### src/rtl/cpu_coherence_controller.sv
// CPU-side coherence controller for a snoopy invalidate cache: sequences each CPU
// access through hit check, victim write-back, fetch or invalidate, then line update.
module cpu_coherence_controller #(
    parameter int ADDRESS_WIDTH = 16,
    parameter bit MESI_MODE     = 1'b1,
    parameter int COUNTER_WIDTH = 8
) (
    input  logic                     clock,
    input  logic                     reset,
    input  logic                     cpuRead,
    input  logic                     cpuWrite,
    input  logic [ADDRESS_WIDTH-1:0] cpuAddress,
    input  logic                     hit,
    input  logic [1:0]               stateIn,
    input  logic [ADDRESS_WIDTH-1:0] victimAddress,
    input  logic                     busDone,
    input  logic                     sharedIn,
    input  logic                     countersClear,
    output logic                     cpuDone,
    output logic                     stateWrite,
    output logic [1:0]               stateOut,
    output logic                     busRequest,
    output logic [2:0]               busCommand,
    output logic [ADDRESS_WIDTH-1:0] busAddress,
    output logic [COUNTER_WIDTH-1:0] hitCount,
    output logic [COUNTER_WIDTH-1:0] missCount,
    output logic [COUNTER_WIDTH-1:0] writeBackCount
);

    typedef enum logic [2:0] {IDLE, WRITE_BACK, FETCH, INVALIDATE, DONE} fsm_t;

    localparam logic [1:0] ST_INVALID   = 2'd0;
    localparam logic [1:0] ST_SHARED    = 2'd1;
    localparam logic [1:0] ST_EXCLUSIVE = 2'd2;
    localparam logic [1:0] ST_MODIFIED  = 2'd3;

    localparam logic [2:0] CMD_NONE       = 3'd0;
    localparam logic [2:0] CMD_READ       = 3'd1;
    localparam logic [2:0] CMD_READ_EXCL  = 3'd2;
    localparam logic [2:0] CMD_INVALIDATE = 3'd3;
    localparam logic [2:0] CMD_WRITE_BACK = 3'd4;

    localparam logic [COUNTER_WIDTH-1:0] COUNT_MAX = '1;

    fsm_t                     state;
    logic [ADDRESS_WIDTH-1:0] addr_q;
    logic                     is_write_q;
    logic                     hit_path_q;
    logic [1:0]               line_state;
    logic                     line_hit;

    function automatic logic [COUNTER_WIDTH-1:0] sat_inc(input logic [COUNTER_WIDTH-1:0] v);
        return (v == COUNT_MAX) ? v : v + 1'b1;
    endfunction

    // Without MESI an Exclusive line is indistinguishable from Shared.
    always_comb begin
        line_state = stateIn;
        if (!MESI_MODE && stateIn == ST_EXCLUSIVE) line_state = ST_SHARED;
    end

    assign line_hit = hit && (line_state != ST_INVALID);

    // NOTE: reset is synchronous, so it is only tested inside the clocked block and
    // every register (including the address latch) gets a defined value from it.
    always_ff @(posedge clock) begin
        if (reset) begin
            state          <= IDLE;
            addr_q         <= '0;
            is_write_q     <= 1'b0;
            hit_path_q     <= 1'b0;
            cpuDone        <= 1'b0;
            stateWrite     <= 1'b0;
            stateOut       <= ST_INVALID;
            busRequest     <= 1'b0;
            busCommand     <= CMD_NONE;
            busAddress     <= '0;
            hitCount       <= '0;
            missCount      <= '0;
            writeBackCount <= '0;
        end else begin
            // NOTE: pulse outputs default low with a non-blocking assignment; a later
            // assignment in the same block overrides it, so no pulse can stick high.
            cpuDone    <= 1'b0;
            stateWrite <= 1'b0;

            if (countersClear) begin
                hitCount       <= '0;
                missCount      <= '0;
                writeBackCount <= '0;
            end else begin
                if (state == DONE && hit_path_q)  hitCount  <= sat_inc(hitCount);
                if (state == DONE && !hit_path_q) missCount <= sat_inc(missCount);
                if (state == WRITE_BACK && busDone) writeBackCount <= sat_inc(writeBackCount);
            end

            case (state)
                IDLE: begin
                    if (cpuRead || cpuWrite) begin
                        addr_q     <= cpuAddress;
                        is_write_q <= cpuWrite;
                        hit_path_q <= line_hit;
                        if (line_hit) begin
                            if (!cpuWrite || line_state == ST_MODIFIED) begin
                                cpuDone <= 1'b1;
                                state   <= DONE;
                            end else if (line_state == ST_EXCLUSIVE) begin
                                cpuDone    <= 1'b1;
                                stateWrite <= 1'b1;
                                stateOut   <= ST_MODIFIED;
                                state      <= DONE;
                            end else begin
                                busRequest <= 1'b1;
                                busCommand <= CMD_INVALIDATE;
                                busAddress <= cpuAddress;
                                state      <= INVALIDATE;
                            end
                        end else if (line_state == ST_MODIFIED) begin
                            busRequest <= 1'b1;
                            busCommand <= CMD_WRITE_BACK;
                            busAddress <= victimAddress;
                            state      <= WRITE_BACK;
                        end else begin
                            busRequest <= 1'b1;
                            busCommand <= cpuWrite ? CMD_READ_EXCL : CMD_READ;
                            busAddress <= cpuAddress;
                            state      <= FETCH;
                        end
                    end
                end
                WRITE_BACK: begin
                    // The write-back request drops for a cycle before the fetch is raised.
                    if (busDone) begin
                        busRequest <= 1'b0;
                        busCommand <= CMD_NONE;
                        state      <= FETCH;
                    end
                end
                FETCH: begin
                    if (!busRequest) begin
                        busRequest <= 1'b1;
                        busCommand <= is_write_q ? CMD_READ_EXCL : CMD_READ;
                        busAddress <= addr_q;
                    end else if (busDone) begin
                        busRequest <= 1'b0;
                        busCommand <= CMD_NONE;
                        cpuDone    <= 1'b1;
                        stateWrite <= 1'b1;
                        if (is_write_q)                 stateOut <= ST_MODIFIED;
                        else if (sharedIn || !MESI_MODE) stateOut <= ST_SHARED;
                        else                             stateOut <= ST_EXCLUSIVE;
                        state <= DONE;
                    end
                end
                INVALIDATE: begin
                    if (busDone) begin
                        busRequest <= 1'b0;
                        busCommand <= CMD_NONE;
                        cpuDone    <= 1'b1;
                        stateWrite <= 1'b1;
                        stateOut   <= ST_MODIFIED;
                        state      <= DONE;
                    end
                end
                DONE: state <= IDLE;
                default: state <= IDLE;
            endcase
        end
    end

endmodule

### config.mk
export PLATFORM = sky130hd
export DESIGN_NAME = cpu_coherence_controller
export DESIGN_NICKNAME = d
export VERILOG_FILES = /design/src/rtl/cpu_coherence_controller.sv
export SDC_FILE = /design/constraint.sdc
export NUM_CORES = 1
export LEC_CHECK = 0
export CAP_MARGIN = 10
export CELL_PAD_IN_SITES_DETAIL_PLACEMENT = 1
export CELL_PAD_IN_SITES_GLOBAL_PLACEMENT = 2
export CORE_MARGIN = 3
export CORE_UTILIZATION = 30
export DETAILED_ROUTE_END_ITERATION = 8
export GPL_ROUTABILITY_DRIVEN = 0
export GPL_TIMING_DRIVEN = 0
export PLACE_DENSITY = 0.95
export SYNTH_ARGS = -nofsm -noshare
export SYNTH_HDL_FRONTEND = slang
export SYNTH_SLANG_ARGS = --single-unit
### constraint.sdc
create_clock -name clock -period 3.3 [get_ports clock]
set_clock_uncertainty 0.15 [all_clocks]
set_input_delay 0.495 -clock clock [delete_from_list [all_inputs] [get_ports clock]]
set_output_delay 0.495 -clock clock [all_outputs]
set_load 0.01 [all_outputs]
==> Flow_metrics.wiki <==
{| class="wikitable"
! Metric !! Value
|-
| Outcome || finished clean
|-
| Power Dens Cells || 593 nW/um^2
|-
| Fraction of final layout cells sized beyond drive strength 1 || 7.46%
|-
| Total inserted antenna cells || 0
|-
| Hpwl dp || between 8 and 9 mm
|-
| Share of synthesized registers carrying an async set or reset || 0%
|-
| Post-cts repair resize count || 0
|-
| Cell at the root of the clock tree || sky130_fd_sc_hd__clkbuf_16
|-
| Cell Area, Synth || 3380 sq um
|-
| Antenna violations before repair || 0
|-
| Endpoint kind of the worst setup timing path || flip-flop
|-
| Number of distinct library cell variants in the gate-level netlist after synthesis || 58
|-
| Total of fill cells in the finished design || around 1300
|-
| First-pass DRT Iterations || 4
|-
| Capturing instance or port of the critical path || busAddress[7]$_SDFFE_PP0P_
|-
| Aggregate negative setup slack || 0 ps
|-
| WP buf/inv || 3
|-
| Final ANT Viol Nets || 0
|-
| Final critical path time including I/O delays and setup || roughly 2700 ps
|-
| Setup repair after global routing missed its margin || false
|-
| # rows || 38
|-
| Die Y || ~110 microns
|-
| Startpoint of the worst-slack reg-to-reg timing path || state[0]$_SDFFE_PP0P_
|-
| Iteration-0 DRC count of the detailed router || approximately 140
|-
| CP startpoint || cpuWrite
|-
| Area growth syn-to-layout || 41.2%
|-
| Yosys warnings || 0
|-
| Number of buffers added by the clock tree synthesis step || 9
|-
| Largest buffer count on any clock path || 2
|-
| Die Span X || between 100 and 150 microns
|-
| Wire length reported by the detailed router || 11.3 mm
|-
| Post-route DRC violation count || 0
|-
| Max Clock Freq || around 370 MHz
|-
| TritonCTS sink count || 69
|-
| Final-stage net count || 563
|-
| Path category of the worst min-delay check || flip-flop to flip-flop
|-
| Net count after synthesis || roughly 470
|-
| Tightest slew margin relative to the limit || between 40 and 50%
|-
| CTS H-Tree Depth || 3
|-
| Clk Latency, worst-skew pair || 330 ps
|-
| Max-slew violation total from the final report || 0
|-
| Vias in the first global route || 3666
|-
| Slack of the worst reg-to-reg path || around 880 ps
|-
| Number of synthesized flops with an enable pin || 0
|-
| Post-Synthesis Mean Instance Area || 8.05 sq um
|-
| Mean number of vias per cell || approximately 5.4
|-
| Top-level port count || 90
|-
| Area of the core || approximately 11000 sq um
|-
| Critical path startpoint category || primary input
|-
| Wire length of the first global-routing pass || approximately 19 mm
|-
| CTS hold repair buffers || 0
|-
| Total routing usage reported by global routing || a little under a fifth
|-
| Synth area leader || sky130_fd_sc_hd__dfxtp_1
|-
| Leading cell type in the layout, fill and taps excluded || sky130_fd_sc_hd__nand2_1
|-
| R2R cell count || 6
|-
| Sequential fraction of the synthesis area || roughly 41%
|-
| Ranking of synthesized cells by area || sky130_fd_sc_hd__dfxtp_1 41%, sky130_fd_sc_hd__nand2_1 11%, sky130_fd_sc_hd__mux2i_1 5.6%
|-
| Placement-stage worst setup slack || between 200 and 300 ps
|-
| Leading cell types in the layout, fill and taps excluded || 100 x sky130_fd_sc_hd__nand2_1, 87 x sky130_fd_sc_hd__clkdlybuf4s50_1, 69 x sky130_fd_sc_hd__dfxtp_1
|-
| Primary flip-flop cell chosen by synthesis mapping || sky130_fd_sc_hd__dfxtp_1
|-
| Die footprint || 12600 sq um
|-
| Total area of multi-input combinational cells || roughly 1900 sq um
|-
| Required time at the worst-slack endpoint || roughly 3400 ps
|-
| Final cycle utilization of the critical path || approximately 81%
|-
| Area fraction of the dominant cell type after synthesis || 40.9%
|-
| Reg2reg end || busAddress[7]$_SDFFE_PP0P_
|-
| Number of violations of the max-capacitance limit || 0
|-
| Worst Slack Setup Final || around 630 ps
|-
| Slowest library cell on the worst path || sky130_fd_sc_hd__clkdlybuf4s50_1
|-
| Crit path max fanout || 10
|-
| Total setup buffers inserted after CTS || 0
|-
| Starting utilization of the core area || 30.9%
|-
| Worst-Margin Slew || 745 ps
|-
| Pin count of the biggest net entering global routing || 12
|-
| Clk pin slew, worst setup/hold paths || 60 ps
|-
| Worst path cell trace || clkdlybuf4s50_1 > or2_2 > and2_1 > buf_2 > o21ai_2 > buf_4 > mux2i_1
|-
| Register bit count reported by yosys || 69
|-
| Final hold violations || 0
|-
| Kind of critical path || primary input to flip-flop
|-
| Kind of cell with the highest combined delay on the critical path || buffers and inverters
|-
| Clock tree from TritonCTS || yes
|-
| Delay contributed by the slowest stage of the critical path || 530 ps
|-
| Finish-stage setup viols || 0
|-
| Via count || between 3000 and 4000
|-
| Sequential cell area || around 1400 sq um
|-
| Peak ir drop on the vdd network || ~270 uV
|-
| Hold Path Depth || 2
|-
| Static Leakage || around 0.0018 uW
|-
| Arrival time reported for the critical path endpoint || 2780 ps
|-
| Number of stages on the worst setup path || 7
|-
| Average wire per cell in the routed design || 17.0 microns
|-
| Overall overflow remaining after global route || 0
|-
| Number of standard cells after synthesis || 420
|-
| Count of port buffers added during placement || between 80 and 90
|}
==> metal layers <==
| layer | up-vias | routed length (microns) | part of all wire (%) | global-route usage [%] |
|---|---|---|---|---|
| li1 | 1704 | - | - | - |
| met1 | 1759 | 5110 | 45 | 23.5 |
| met2 | 80 | 5600 | 50 | 30.9 |
| met3 | 16 | 422 | 3.7 | 4.31 |
| met4 | 0 | 167 | 1.5 | 5.45 |
| met5 | - | 0 | 0 | 0 |
==> sequential cells by signal, summed over array words and instances (netlist names), 2 cells and up <==
name            count
busCommand          3
hitCount            8
busAddress         16
missCount           8
state               3
stateOut            2
writeBackCount      8
addr_q             16
==> worst min path at each step <==
stage,start,to
2_1_floorplan,addr_q[0]$_SDFFE_PP0P_,addr_q[0]$_SDFFE_PP0P_
3_3_place_gp,addr_q[15]$_SDFFE_PP0P_,addr_q[15]$_SDFFE_PP0P_
3_5_place_dp,addr_q[2]$_SDFFE_PP0P_,addr_q[2]$_SDFFE_PP0P_
4_1_cts,addr_q[2]$_SDFFE_PP0P_,addr_q[2]$_SDFFE_PP0P_
5_1_grt,addr_q[12]$_SDFFE_PP0P_,addr_q[12]$_SDFFE_PP0P_
6_report,addr_q[2]$_SDFFE_PP0P_,addr_q[2]$_SDFFE_PP0P_
==> power breakdown <==
part           internal, uW  switching [uW]  leakage (uW)  total [uW]
clock network           743             371      0.000172        1110
logic                   330             381       0.00101         711
registers               937            65.9      0.000564        1000
total                  2010             818       0.00175        2830
==> per-stage QoR <==
step	instance area [sq um]	total power, uW	utilization [%]	cells	hold slack, ps
2_1_floorplan	3380	1410	-	420	283
3_3_place_gp	4430	1700	40.5	647	289
3_5_place_dp	4430	1720	40.5	647	296
4_1_cts	4770	2850	43.6	663	304
5_1_grt	4770	2970	43.6	663	331
6_report	4770	2830	43.6	663	304
==> logic make-up after synthesis <==
logic type | share of synthesized area, %
compound gates | 21.8
xor+xnor | 1.30
fa+ha+maj | 1.11
buf+inv | 3.85
flops | 40.9
mux | 5.63
simple gates | 25.5
==> cells in the mapped netlist, types with 2 or more instances <==
master,instances
sky130_fd_sc_hd__nand4_1,3
sky130_fd_sc_hd__o211ai_1,3
sky130_fd_sc_hd__or3_1,2
sky130_fd_sc_hd__and4_1,4
sky130_fd_sc_hd__a211oi_1,2
sky130_fd_sc_hd__o41ai_1,3
sky130_fd_sc_hd__nand2_1,100
sky130_fd_sc_hd__nand3b_1,2
sky130_fd_sc_hd__nor2b_1,2
sky130_fd_sc_hd__a31oi_1,5
sky130_fd_sc_hd__nor4bb_1,2
sky130_fd_sc_hd__ha_1,3
sky130_fd_sc_hd__and2_1,7
sky130_fd_sc_hd__or4_1,3
sky130_fd_sc_hd__xor2_1,2
sky130_fd_sc_hd__dfxtp_1,69
sky130_fd_sc_hd__nand3_1,7
sky130_fd_sc_hd__a21oi_1,31
sky130_fd_sc_hd__a221oi_1,2
sky130_fd_sc_hd__nor3_1,11
sky130_fd_sc_hd__nor2_1,20
sky130_fd_sc_hd__and3_1,5
sky130_fd_sc_hd__or2_2,4
sky130_fd_sc_hd__o311ai_0,2
sky130_fd_sc_hd__inv_1,7
sky130_fd_sc_hd__a31o_1,2
sky130_fd_sc_hd__mux2i_1,19
sky130_fd_sc_hd__or3b_1,2
sky130_fd_sc_hd__o21ai_0,26
sky130_fd_sc_hd__o31ai_1,2
sky130_fd_sc_hd__xnor2_1,3
sky130_fd_sc_hd__a31o_2,12
sky130_fd_sc_hd__buf_2,2
sky130_fd_sc_hd__o21a_1,3
sky130_fd_sc_hd__buf_4,2
sky130_fd_sc_hd__a311o_1,2
sky130_fd_sc_hd__a41oi_1,2
sky130_fd_sc_hd__o32ai_1,3
sky130_fd_sc_hd__clkbuf_1,20
==> layout make-up <==
type,instances,area share (%)
sequential,69,29.0
tap,140,3.67
multi-input combinational,319,39.2
timing repair buffer,87,18.3
buffer,25,2.18
clock inverter,3,1.36
inverter,7,0.551
clock buffer,13,5.87
==> worst reg2reg max path, cell delays in order, from the launching register on <==
cell                       delay [ps]
sky130_fd_sc_hd__dfxtp_1          470
sky130_fd_sc_hd__or3b_1           160
sky130_fd_sc_hd__clkbuf_1         390
sky130_fd_sc_hd__nor2_1           150
sky130_fd_sc_hd__o21ai_2          460
sky130_fd_sc_hd__buf_4            330
sky130_fd_sc_hd__mux2i_1          230
No activity file was read; power rests on OpenSTA's default activity.
==> patch: new RTL, same flow settings <==
The parameter `ADDRESS_WIDTH` goes from 16 to 15.
--- a/src/rtl/cpu_coherence_controller.sv
+++ b/src/rtl/cpu_coherence_controller.sv
@@ -3,3 +3,3 @@
 module cpu_coherence_controller #(
-    parameter int ADDRESS_WIDTH = 16,
+    parameter int ADDRESS_WIDTH = 15,
     parameter bit MESI_MODE     = 1'b1,
Ports: changed (resized busAddress, cpuAddress and victimAddress); port bits go from 90 to 87. No check against the original RTL was run, so the function may have changed too.
==> patch against the original RTL <==
Combinational power is 6.8% lower. Area after synthesis is 5.3% lower. Wire length is 16% lower. Setup slack better by 0.33 ns. Sequential cell count is 2 lower. Total power is 12% lower. Core utilization is 0.53 points lower. Design area is 6.3% lower. Critical endpoint is now busAddress[4]. Largest cell class unchanged.
==> patch: results (changes against the original RTL) <==
Status - finished, final reports clean (unchanged)
Met2 GRT Util - 28.1% (was 30.9%)
Met1 track demand over resource in global routing - 20.8% (was 23.5%)
Buffers added on ports - 85 (was 87)
Hold path startpoint - addr_q[4] (was addr_q[2])
Via count of the first global-routing pass - 3394 (was 3666)
Master cell of the clock root buffer - sky130_fd_sc_hd__clkbuf_8 (was sky130_fd_sc_hd__clkbuf_16)
Number of nets produced by synthesis - 432 (was 465)
Overall via count from detail_route - 3203 (was 3559)
Commonest cells in the synthesized netlist - sky130_fd_sc_hd__nand2_1 (71), sky130_fd_sc_hd__dfxtp_1 (67), sky130_fd_sc_hd__nor2_1 (38) (was sky130_fd_sc_hd__nand2_1 (100), sky130_fd_sc_hd__dfxtp_1 (69), sky130_fd_sc_hd__a21oi_1 (31))
Top Registers - addr_q (15), busAddress (15) (was addr_q (16), busAddress (16))
First-pass GRT wire length - 16000 um (was 18800 um)
Leading post-synthesis cells by cell area - sky130_fd_sc_hd__dfxtp_1 (42%), sky130_fd_sc_hd__nand2_1 (8.3%), sky130_fd_sc_hd__nor2_1 (4.5%) (was sky130_fd_sc_hd__dfxtp_1 (41%), sky130_fd_sc_hd__nand2_1 (11%), sky130_fd_sc_hd__mux2i_1 (5.6%))
Transition time of the tightest slew-check pin - 0.582 ns (was 0.745 ns)
Net total in the final layout - 528 (was 563)
Reg-to-Reg Start - state[2] (was state[0])
Wire length on met3 - 558 um (was 422 um)
Launching element of the worst setup path - stateIn[0] (was cpuWrite)
Total Routed Length - 9490 um (was 11300 um)
Count of unique library cells instantiated by Yosys - 61 (was 58)
Fraction of layout cells with a size suffix above 1 - 6.73% (was 7.46%)
Worst hold slack after final layout - 0.308 ns (was 0.304 ns)
Dpl hpwl - 7130 um (was 8130 um)
Pre-CTS WS - 0.608 ns (was 0.278 ns)
Met3 usage in global routing - 4.68% (was 4.31%)
Crit path arrival time - 2.48 ns (was 2.78 ns)
Worst reg2reg setup slack - 1.15 ns (was 0.88 ns)
Timing endpoint of the critical path - busAddress[4] (was busAddress[7])
Peak supply drop - 324 uV (was 267 uV)
Static power due to leakage - 1.64 nW (was 1.75 nW)
CTS clk-pin slew, worst paths - 0.08 ns (was 0.06 ns)
Critical R2R Capture - addr_q[0] (was busAddress[7])
-- patch: changes by cell type after synthesis, sizes merged, moves of 5 or more --
| cell | before | now |
|---|---|---|
| a31o | 14 | 0 |
| mux2i | 19 | 6 |
| a22o | 0 | 16 |
| a31oi | 5 | 19 |
| o21ai | 27 | 12 |
| nand2 | 100 | 71 |
| xor2 | 2 | 7 |
| nor3 | 11 | 5 |
| nor2 | 20 | 40 |
-- patch: cell type report --
| cell class | count | area, um^2 |
|---|---|---|
| buffer | 23 | 104 |
| inverter | 8 | 30.0 |
| tap | 136 | 170 |
| fill | 1281 | 5900 |
| sequential | 67 | 1340 |
| timing repair buffer | 85 | 851 |
| clock inverter | 6 | 111 |
| multi-input combinational | 291 | 1720 |
| clock buffer | 10 | 138 |
-- patch: cell families (layout without fill, tap and decap cells) --
group	count (synthesis)	count (layout)	synth area share [%]
compound gates	103	103	22.1
xor+xnor	13	13	3.56
fa+ha+maj	3	3	1.17
buf+inv	31	132	4.18
flops	67	67	41.9
mux	6	6	1.88
simple gates	166	166	25.2
-- patch: worst max-delay path, delay by kind of cell --
kind	cells	cell delay, ns
AND/OR/NAND/NOR	1	0.21
AO/OA/AOI/OAI	3	0.87
buffers and inverters	2	0.90
-- patch: through the flow --
step | instances | area, um^2 | utilization [%]
floorplan | 389 | 3200 | -
global placement | 610 | 4220 | 40.7
detailed placement | 610 | 4220 | 40.7
CTS | 626 | 4470 | 43.1
global route | 626 | 4470 | 43.1
finish | 626 | 4470 | 43.1
-- patch: power by group through the flow --
stage | registers [mW] | clock network [mW] | logic [mW]
after floorplan | 1.01 | 0 | 0.357
after global placement | 0.986 | 0 | 0.654
after detailed placement | 0.990 | 0 | 0.668
after CTS | 0.971 | 0.882 | 0.672
after global routing | 0.982 | 0.924 | 0.742
final | 0.971 | 0.859 | 0.663
